[src/rtl/bdsr_ctrl_pkg.sv]
// Shared constants and state encoding for the bidirectional shift-register sequencer.
package bdsr_ctrl_pkg;

  localparam int WIDTH = 4;
  localparam int CNT_W = 3;

  localparam logic DIR_RIGHT = 1'b1;
  localparam logic DIR_LEFT  = 1'b0;

  typedef enum logic [1:0] {
    ST_IDLE  = 2'b00,
    ST_SHIFT = 2'b01,
    ST_DONE  = 2'b10
  } state_e;

endpackage

[src/rtl/bdsr_seq_ctrl_if.sv]
// Command/data bundle between a host and the shift sequencer.
// The rot signal exists only when BDSR_ROTATE_EN is defined.
interface bdsr_seq_ctrl_if;
  import bdsr_ctrl_pkg::*;

  logic             start;
  logic             dir;
  logic [CNT_W-1:0] nshift;
  logic             load;
  logic [WIDTH-1:0] load_data;
  logic             ser_in;
  logic [WIDTH-1:0] q;
  logic             ser_out;
  logic             busy;
  logic             done;
`ifdef BDSR_ROTATE_EN
  logic             rot;
`endif

  modport master (
    output start, dir, nshift, load, load_data, ser_in,
`ifdef BDSR_ROTATE_EN
    output rot,
`endif
    input  q, ser_out, busy, done
  );

  modport slave (
    input  start, dir, nshift, load, load_data, ser_in,
`ifdef BDSR_ROTATE_EN
    input  rot,
`endif
    output q, ser_out, busy, done
  );

endinterface

[src/rtl/bdsr_shift_core.sv]
// 4-bit bidirectional shift register with parallel load; holds q and the last bit shifted out.
module bdsr_shift_core
  import bdsr_ctrl_pkg::*;
(
  input  logic             clock,
  input  logic             reset,
  input  logic             load_en,
  input  logic [WIDTH-1:0] load_data,
  input  logic             shift_en,
  input  logic             dir,
  input  logic             ser_in,
  output logic [WIDTH-1:0] q,
  output logic             ser_out
);

  logic [WIDTH-1:0] q_r;
  logic             ser_out_r;

  // Register update: load has priority; ser_out only changes on a shift.
  always_ff @(posedge clock) begin
    if (reset) begin
      q_r       <= {WIDTH{1'b0}};
      ser_out_r <= 1'b0;
    end else if (load_en) begin
      q_r <= load_data;
    end else if (shift_en) begin
      if (dir == DIR_RIGHT) begin
        q_r       <= {ser_in, q_r[WIDTH-1:1]};
        ser_out_r <= q_r[0];
      end else begin
        q_r       <= {q_r[WIDTH-2:0], ser_in};
        ser_out_r <= q_r[WIDTH-1];
      end
    end
  end

  assign q       = q_r;
  assign ser_out = ser_out_r;

endmodule

[src/rtl/bdsr_seq_ctrl.sv]
// Start/busy/done sequencer driving bdsr_shift_core for a programmed number of shifts.
// Optional rotate mode enabled by defining BDSR_ROTATE_EN.
module bdsr_seq_ctrl
  import bdsr_ctrl_pkg::*;
(
  input  logic           clock,
  input  logic           reset,
  bdsr_seq_ctrl_if.slave bus
);

  state_e           state_r, state_nxt_s;
  logic [CNT_W-1:0] count_r, count_nxt_s;
  logic             dir_r;
  logic             busy_r, done_r;
  logic             load_en_s, shift_en_s, latch_en_s;
  logic             feed_s;
  logic [WIDTH-1:0] q_s;
  logic             ser_out_s;
`ifdef BDSR_ROTATE_EN
  logic             rot_r;
`endif

  // State, counter and registered status flags.
  always_ff @(posedge clock) begin
    if (reset) begin
      state_r <= ST_IDLE;
      count_r <= {CNT_W{1'b0}};
      busy_r  <= 1'b0;
      done_r  <= 1'b0;
    end else begin
      state_r <= state_nxt_s;
      count_r <= count_nxt_s;
      busy_r  <= (state_nxt_s == ST_SHIFT);
      done_r  <= (state_nxt_s == ST_DONE);
    end
  end

  // Per-sequence mode bits, captured only when a start is accepted.
  always_ff @(posedge clock) begin
    if (reset) begin
      dir_r <= DIR_LEFT;
`ifdef BDSR_ROTATE_EN
      rot_r <= 1'b0;
`endif
    end else if (latch_en_s) begin
      dir_r <= bus.dir;
`ifdef BDSR_ROTATE_EN
      rot_r <= bus.rot;
`endif
    end
  end

  // Next-state logic; requests are only looked at in IDLE/DONE and load beats start.
  always_comb begin
    state_nxt_s = state_r;
    count_nxt_s = count_r;
    load_en_s   = 1'b0;
    shift_en_s  = 1'b0;
    latch_en_s  = 1'b0;
    case (state_r)
      ST_IDLE, ST_DONE: begin
        if (bus.load) begin
          load_en_s   = 1'b1;
          state_nxt_s = ST_IDLE;
        end else if (bus.start) begin
          latch_en_s = 1'b1;
          if (bus.nshift != {CNT_W{1'b0}}) begin
            count_nxt_s = bus.nshift;
            state_nxt_s = ST_SHIFT;
          end else begin
            state_nxt_s = ST_DONE;
          end
        end else begin
          state_nxt_s = ST_IDLE;
        end
      end
      ST_SHIFT: begin
        shift_en_s  = 1'b1;
        count_nxt_s = count_r - {{(CNT_W-1){1'b0}}, 1'b1};
        if (count_r == {{(CNT_W-1){1'b0}}, 1'b1}) begin
          state_nxt_s = ST_DONE;
        end else begin
          state_nxt_s = ST_SHIFT;
        end
      end
      default: begin
        state_nxt_s = ST_IDLE;
        count_nxt_s = {CNT_W{1'b0}};
      end
    endcase
  end

  // Serial feed: in rotate mode the outgoing bit re-enters at the opposite end.
  always_comb begin
    feed_s = bus.ser_in;
`ifdef BDSR_ROTATE_EN
    if (rot_r) begin
      feed_s = (dir_r == DIR_RIGHT) ? q_s[0] : q_s[WIDTH-1];
    end else begin
      feed_s = bus.ser_in;
    end
`endif
  end

  bdsr_shift_core u_core (
    .clock     (clock),
    .reset     (reset),
    .load_en   (load_en_s),
    .load_data (bus.load_data),
    .shift_en  (shift_en_s),
    .dir       (dir_r),
    .ser_in    (feed_s),
    .q         (q_s),
    .ser_out   (ser_out_s)
  );

  assign bus.q       = q_s;
  assign bus.ser_out = ser_out_s;
  assign bus.busy    = busy_r;
  assign bus.done    = done_r;

endmodule
[src/flat_wrapper.sv]
// flat-port wrapper written by rule: the top's interface ports become plain ports
module bdsr_seq_ctrl_flat import bdsr_ctrl_pkg::*;
  (clock, reset, bus_start, bus_dir, bus_nshift, bus_load, bus_load_data, bus_ser_in, bus_q, bus_ser_out, bus_busy, bus_done);
  bdsr_seq_ctrl_if bus_i ();
  input  logic clock;
  input  logic reset;
  input wire logic [$bits(bus_i.start)-1:0] bus_start;
  input wire logic [$bits(bus_i.dir)-1:0] bus_dir;
  input wire logic [$bits(bus_i.nshift)-1:0] bus_nshift;
  input wire logic [$bits(bus_i.load)-1:0] bus_load;
  input wire logic [$bits(bus_i.load_data)-1:0] bus_load_data;
  input wire logic [$bits(bus_i.ser_in)-1:0] bus_ser_in;
  output wire logic [$bits(bus_i.q)-1:0] bus_q;
  output wire logic [$bits(bus_i.ser_out)-1:0] bus_ser_out;
  output wire logic [$bits(bus_i.busy)-1:0] bus_busy;
  output wire logic [$bits(bus_i.done)-1:0] bus_done;
  assign bus_i.start = bus_start;
  assign bus_i.dir = bus_dir;
  assign bus_i.nshift = bus_nshift;
  assign bus_i.load = bus_load;
  assign bus_i.load_data = bus_load_data;
  assign bus_i.ser_in = bus_ser_in;
  assign bus_q = bus_i.q;
  assign bus_ser_out = bus_i.ser_out;
  assign bus_busy = bus_i.busy;
  assign bus_done = bus_i.done;
  bdsr_seq_ctrl u_core (.clock(clock), .reset(reset), .bus(bus_i));
endmodule
[config.mk]
export PLATFORM = sky130hd
export DESIGN_NAME = bdsr_seq_ctrl_flat
export DESIGN_NICKNAME = d
export VERILOG_FILES = /design/src/rtl/bdsr_ctrl_pkg.sv /design/src/rtl/bdsr_seq_ctrl_if.sv /design/src/rtl/bdsr_shift_core.sv /design/src/rtl/bdsr_seq_ctrl.sv /design/src/flat_wrapper.sv
export SDC_FILE = /design/constraint.sdc
export NUM_CORES = 1
export LEC_CHECK = 0
export ABC_AREA = 1
export CAP_MARGIN = 20
export CORE_MARGIN = 2
export CORE_UTILIZATION = 43
export DETAILED_ROUTE_END_ITERATION = 10
export HOLD_SLACK_MARGIN = 0.02
export PLACE_DENSITY = 0.71
export SYNTH_ARGS = -nofsm -noshare
export SYNTH_HDL_FRONTEND = slang
export SYNTH_SLANG_ARGS = --single-unit
[constraint.sdc]
create_clock -name clock -period 1.4 [get_ports clock]
set_clock_uncertainty 0.15 [all_clocks]
set_input_delay 0.35 -clock clock [delete_from_list [all_inputs] [get_ports clock]]
set_output_delay 0.35 -clock clock [all_outputs]
set_load 0.005 [all_outputs]
==> results of run 1 <==
[layout by cell type (no fill, tap or decap), types with 3 or more instances in the layout]
cell type	count
nand3_1	16
a21oi_1	9
nand2_1	28
dfxtp_2	4
dfxtp_1	9
clkdlybuf4s50_1	11
o21ai_0	6
nor2_1	11
inv_1	17
clkbuf_4	3
buf_4	6
dlygate4sd2_1	7
[synthesized netlist by cell type (all sizes together)]
cell    number
nand2       30
inv         18
nand3       16
dfxtp       13
nor2        11
a21oi        9
o21ai        6
ha           2
or2          2
clkbuf       1
nor3         1
o22ai        1
[how the worst max path moves through the flow]
stage | startpoint | to | slack [ps]
after detailed placement | bus_load | u_core.u_core.q[3] | -310
after floorplan | u_core.state_r[0] | u_core.u_core.q[0] | 210
after global placement | bus_load | u_core.u_core.q[1] | -290
after global routing | bus_nshift[1] | u_core.count_r[0] | 3
after CTS | u_core.u_core.q[2] | bus_q[2] | 10
final | u_core.u_core.q[1] | bus_q[1] | 40
[metal layers]
metal	routed length, µm	track usage, %	share of wire [%]
met4	21	8.82	1.2
met5	0	0	0
met2	762	31.6	45
met3	93	6.00	5.5
met1	820	27.3	48
[stage by stage]
stage | utilization, % | setup slack (ps)
floorplan | - | 208
global placement | 62.3 | -290
detailed placement | 62.3 | -308
CTS | 63.6 | 13.4
global route | 64.2 | 2.83
finish | 64.2 | 36.0
[sequential cells by signal, indices dropped and copies added, names as in the netlist]
name,flops
u_core.u_core.q,4
u_core.bus.busy,1
u_core.count_r,3
u_core.state_r,2
u_core.bus.done,1
u_core.u_core.ser_out,1
u_core.dir_r,1
[report_power, final]
part	total (mW)	switching, mW	internal (mW)
Combinational	0.265	0.138	0.127
Sequential	0.425	0.0204	0.405
Clock	0.245	0.135	0.111
Total	0.936	0.293	0.643
[area by class of cell]
cell class / count / share of cell area, %
multi-input cells: 78 / 38.6
well taps: 16 / 2.02
inverters: 18 / 7.08
flip-flops and latches: 13 / 26.8
repair buffers: 25 / 22.9
clock buffers: 4 / 2.65
[kinds of logic after synthesis]
logic type | synth area share [%]
buffers and inverters | 10.3
AOI/OAI and AO/OA | 11.4
and+or+nand+nor | 38.5
DFF | 36.4
adders and majority gates | 3.50
[what timing repair did]
| action | in CTS | in global routing |
|---|---|---|
| gates resized for setup | 11 | 2 |
| endpoints found under the setup margin | 8 | 9 |
| setup buffers | 0 | 1 |
| pin swaps | 0 | 0 |
==> impl_metrics.tcl, run 1 <==
set metrics [dict create \
    grt_overflow_total 0 \
    die_y_um 44.8 \
    rsz0062_at_grt "false" \
    root_buffer "clkbuf_4" \
    synth_cell_types 15 \
    port_buffers 19 \
    endpoint_kind "output pin" \
    start_util_pct 46.4 \
    avgRoutedWirePerCell_um 11.0 \
    cp.required_ps 900 \
    multi_input_area_um2 382 \
    syn_inst 110 \
    whs_endpoint "u_core.u_core.ser_out" \
    drt_pass1_iterations 5 \
    arrival_ps 860 \
    via_count 772 \
    maxCapViolCount 0 \
    fill_cells 145 \
    netlist_top_cells_area "dfxtp_1, nand2_1, nand3_1" \
    min_period_ps 1360 \
    hp-start "u_core.u_core.ser_out" \
    tns_ps 0 \
    critical_path_class "reg -> out" \
    startpoint_type "flip-flop" \
    stdcell_area_um2 990 \
    setup_viol 0 \
    vias_per_cell 5.01 \
    slew_violations 0 \
    drtIter0Drc 13 \
    finalPower_mw 0.936 \
    rows 14 \
    cts_buffers 3 \
    layout.nets 154 \
    grt_pass1_vias 714 \
    power_leakage_nw 0.504 \
    pin_count 20 \
    stdcell_count 154 \
    grtUsageTotal_pct 20.7 \
    dpl.hpwl_mm 1.31 \
    fmax_mhz 733 \
    p_per_area_nw_per_um2 945 \
    holdWs_ps 387 \
    period_share_pct 97.4 \
    grt_max_degree 11 \
    gp_congestion 0.808 \
    drtAntennaViolNets 0 \
    cp_slowest_stage_delay_ps 320 \
    post-route-drc-count 0 \
    fp.dieArea_um2 2010 \
    totalWireLength_mm 1.70 \
    status "complete, no violations" \
    crit_family "flip-flops" \
    area_growth_syn_to_layout_pct 38.3 \
    syn_nets 125 \
    rr_worst_depth 8 \
    hold_viol 0 \
    numClockSinks 13 \
    h-tree-depth 1 \
    placed_cells_incl_taps 149 \
    die_w_um 44.8 \
    seq_area_um2 265 \
    synth_seq_area_share_pct 36.4 \
    ys_warn_count 0 \
    cts_buffer_depth 2 \
    reg2reg_to "u_core.count_r[2]" \
    synth-seq-cells 13 \
    rrSetupSlack_ps 100 \
    drive_above_1_share_pct 11.6 \
    crit_fanout 2 \
    r2r_start "u_core.count_r[0]" \
    hold_path_class "reg -> reg" \
    netlist_area_um2 716 \
    dpl_cell_area_um2 960 \
    max_slew_margin_pct 82.1 \
    crit_buf_inv 1 \
    holdPathStages 2 \
    clk_pin_slew_ps 80 \
    antenna_found_initial 0 \
    coreArea_um2 1540 \
    grt_pass1_wl_mm 3.04 \
    cts_tree "built" \
    synth_top_area_share_pct 36.4 \
    path_cells "dlygate4sd2_1" \
    clk_latency_ps 290 \
    cp.depth 1 \
    n_antenna_cell 0 \
    ctsHoldBuffers 0 \
    worst_pin_slew_ps 268 \
    slowest_stage "dfxtp_2" \
    peakVddDrop_mv 0.709 \
    synth_top_area_cell "dfxtp_1" \
    syn_avg_cell_area_um2 6.51 \
]
(Power assumes the default switching activity.)
==> inputs of run 2 (changes only) <==
- GPL_ROUTABILITY_DRIVEN: unset -> 1
==> results of run 2 <==
The final DEF is identical to that of run 1; final timing and power are the same.
==> inputs of run 3 (changes only) <==
- CELL_PAD_IN_SITES_DETAIL_PLACEMENT: unset -> 1
- CELL_PAD_IN_SITES_GLOBAL_PLACEMENT: unset -> 1
- CORE_UTILIZATION: 43 -> 31
- PLACE_DENSITY: 0.71 -> 0.74
- SKIP_LAST_GASP: unset -> 1
==> run 3 against run 2 <==
  * Sequential power is essentially flat
  * Count of clock-buffer cells in the layout unchanged
  * Die area up 35%
  * First-iteration DRC count down 62%
  * Critical path depth stayed put
  * Hold slack about the same
  * Worst setup slack gained 22 ps
  * Critical path type unchanged
  * Critical endpoint is now bus_q[0]
  * Largest power group unchanged
==> impl_metrics.tcl, run 3 (same netlist as run 1, synthesis figures left out) <==
set metrics [dict create \
    status "complete, no violations" \
    critical_path_class "reg -> out" \
    post-route-drc-count 0 \
    grt_pass1_wl_mm 3.15 \
    cts_buffers 3 \
    ctsHoldBuffers 0 \
    stdcell_area_um2 1040 \
    rr_worst_depth 6 \
    antenna_found_initial 0 \
    endpoint_kind "output pin" \
    numClockSinks 13 \
    startpoint_type "flip-flop" \
    slowest_stage "dfxtp_2" \
    arrival_ps 840 \
    grt_pass1_vias 790 \
    grt_overflow_total 0 \
    p_per_area_nw_per_um2 893 \
    placed_cells_incl_taps 163 \
    clk_pin_slew_ps 80 \
    rrSetupSlack_ps 120 \
    fmax_mhz 745 \
    crit_fanout 2 \
    crit_buf_inv 1 \
    n_antenna_cell 0 \
    grt_max_degree 11 \
    r2r_start "u_core.state_r[1]" \
    dpl.hpwl_mm 1.56 \
    layout.nets 157 \
    start_util_pct 32.7 \
    drt_pass1_iterations 4 \
    die_w_um 52.1 \
    largest_reg_flops 4 \
    setup_viol 0 \
    clk_latency_ps 270 \
    hold_path_class "reg -> reg" \
    drtIter0Drc 5 \
    cp.depth 1 \
    dpl_cell_area_um2 990 \
    max_slew_margin_pct 81.3 \
    layout_commonest_cell "nand2_1" \
    fill_cells 301 \
    drtAntennaViolNets 0 \
    grtUsageTotal_pct 15.8 \
    holdPathStages 2 \
    via_count 778 \
    period_share_pct 95.9 \
    rsz0062_at_grt "true" \
    peakVddDrop_mv 0.400 \
    startpoint "u_core.u_core.q[0]" \
    gp_congestion 0.816 \
    root_buffer "clkbuf_4" \
    cts_tree "built" \
    avgRoutedWirePerCell_um 11.2 \
    area_growth_syn_to_layout_pct 46.0 \
    stdcell_count 169 \
    min_period_ps 1340 \
    drive_above_1_share_pct 17.7 \
    endpoint "bus_q[0]" \
    power_leakage_nw 0.535 \
    cts_buffer_depth 2 \
    slew_violations 0 \
    pin_count 20 \
    totalWireLength_mm 1.90 \
    tns_ps 0 \
    path_cells "dlygate4sd2_1" \
    cp.required_ps 900 \
    final_cell_mix "nand2_1, inv_1, nand3_1" \
    port_buffers 19 \
    crit_family "flip-flops" \
    rows 17 \
    coreArea_um2 2190 \
    hold_viol 0 \
    die_y_um 52.1 \
    cp_slowest_stage_delay_ps 320 \
    maxCapViolCount 0 \
    h-tree-depth 1 \
    vias_per_cell 4.60 \
    fp.dieArea_um2 2710 \
    worst_pin_slew_ps 281 \
    reg2reg_to "u_core.u_core.q[0]" \
    finalPower_mw 0.933 \
]
run 3: cell count changes in the layout (fill, tap and decap cells not counted), sizes merged:
| cell | change |
|---|---|
| dlymetal6s2s | +1 |
| clkdlybuf4s15 | -1 |
| buf | +3 |
run 3: layer usage:
layer	vias up	track usage (%)	routed length, µm
met2	15	30.8	986
met5	-	0	0
met1	352	16.3	815
met3	2	2.59	82
met4	0	6.58	16
li1	409	-	-
run 3: worst min-delay path by stage:
| stage | start | end |
|---|---|---|
| floorplan | reset | u_core.bus.busy |
| global placement | u_core.dir_r | u_core.u_core.ser_out |
| detailed placement | u_core.u_core.ser_out | u_core.u_core.ser_out |
| CTS | u_core.u_core.ser_out | u_core.u_core.ser_out |
| global route | u_core.u_core.ser_out | u_core.u_core.ser_out |
| finish | u_core.u_core.ser_out | u_core.u_core.ser_out |
run 3: area by class of cell:
class / count / area, µm² / share of cell area [%]
multi-input cells: 78 / 394 / 37.7
flip-flops and latches: 13 / 268 / 25.6
repair buffers: 28 / 251 / 24.1
inverters: 18 / 70.1 / 6.71
well taps: 28 / 35.0 / 3.35
clock buffers: 4 / 26.3 / 2.51
run 3: power by group:
group | total [mW] | switching (mW) | internal [mW] | leakage, nW
Clock | 0.227 | 0.117 | 0.110 | 0.0150
Sequential | 0.427 | 0.0214 | 0.406 | 0.109
Combinational | 0.279 | 0.143 | 0.136 | 0.411
Total | 0.933 | 0.281 | 0.652 | 0.535
run 3: repair_timing:
action                     CTS  global route
hold endpoints to repair     0             0
pin swaps                    0             1
setup buffers                2             0
gates resized for setup     13             5
setup endpoints to repair   11             9
run 3: metrics by stage:
stage	hold slack, ps	utilization, %	worst slack (ps)
after floorplan	269	-	208
after global placement	391	45.2	-294
after detailed placement	385	45.2	-317
after CTS	398	47.1	-200
after global routing	453	47.7	-3.92
final	387	47.7	57.7
run 3: worst reg2reg max path, stage by stage (launching register included):
cell and delay, ps:
dfxtp_1 350, inv_1 60, nand2_1 180, nand2_4 100, or2_0 210, nand3_1 90, inv_1 40
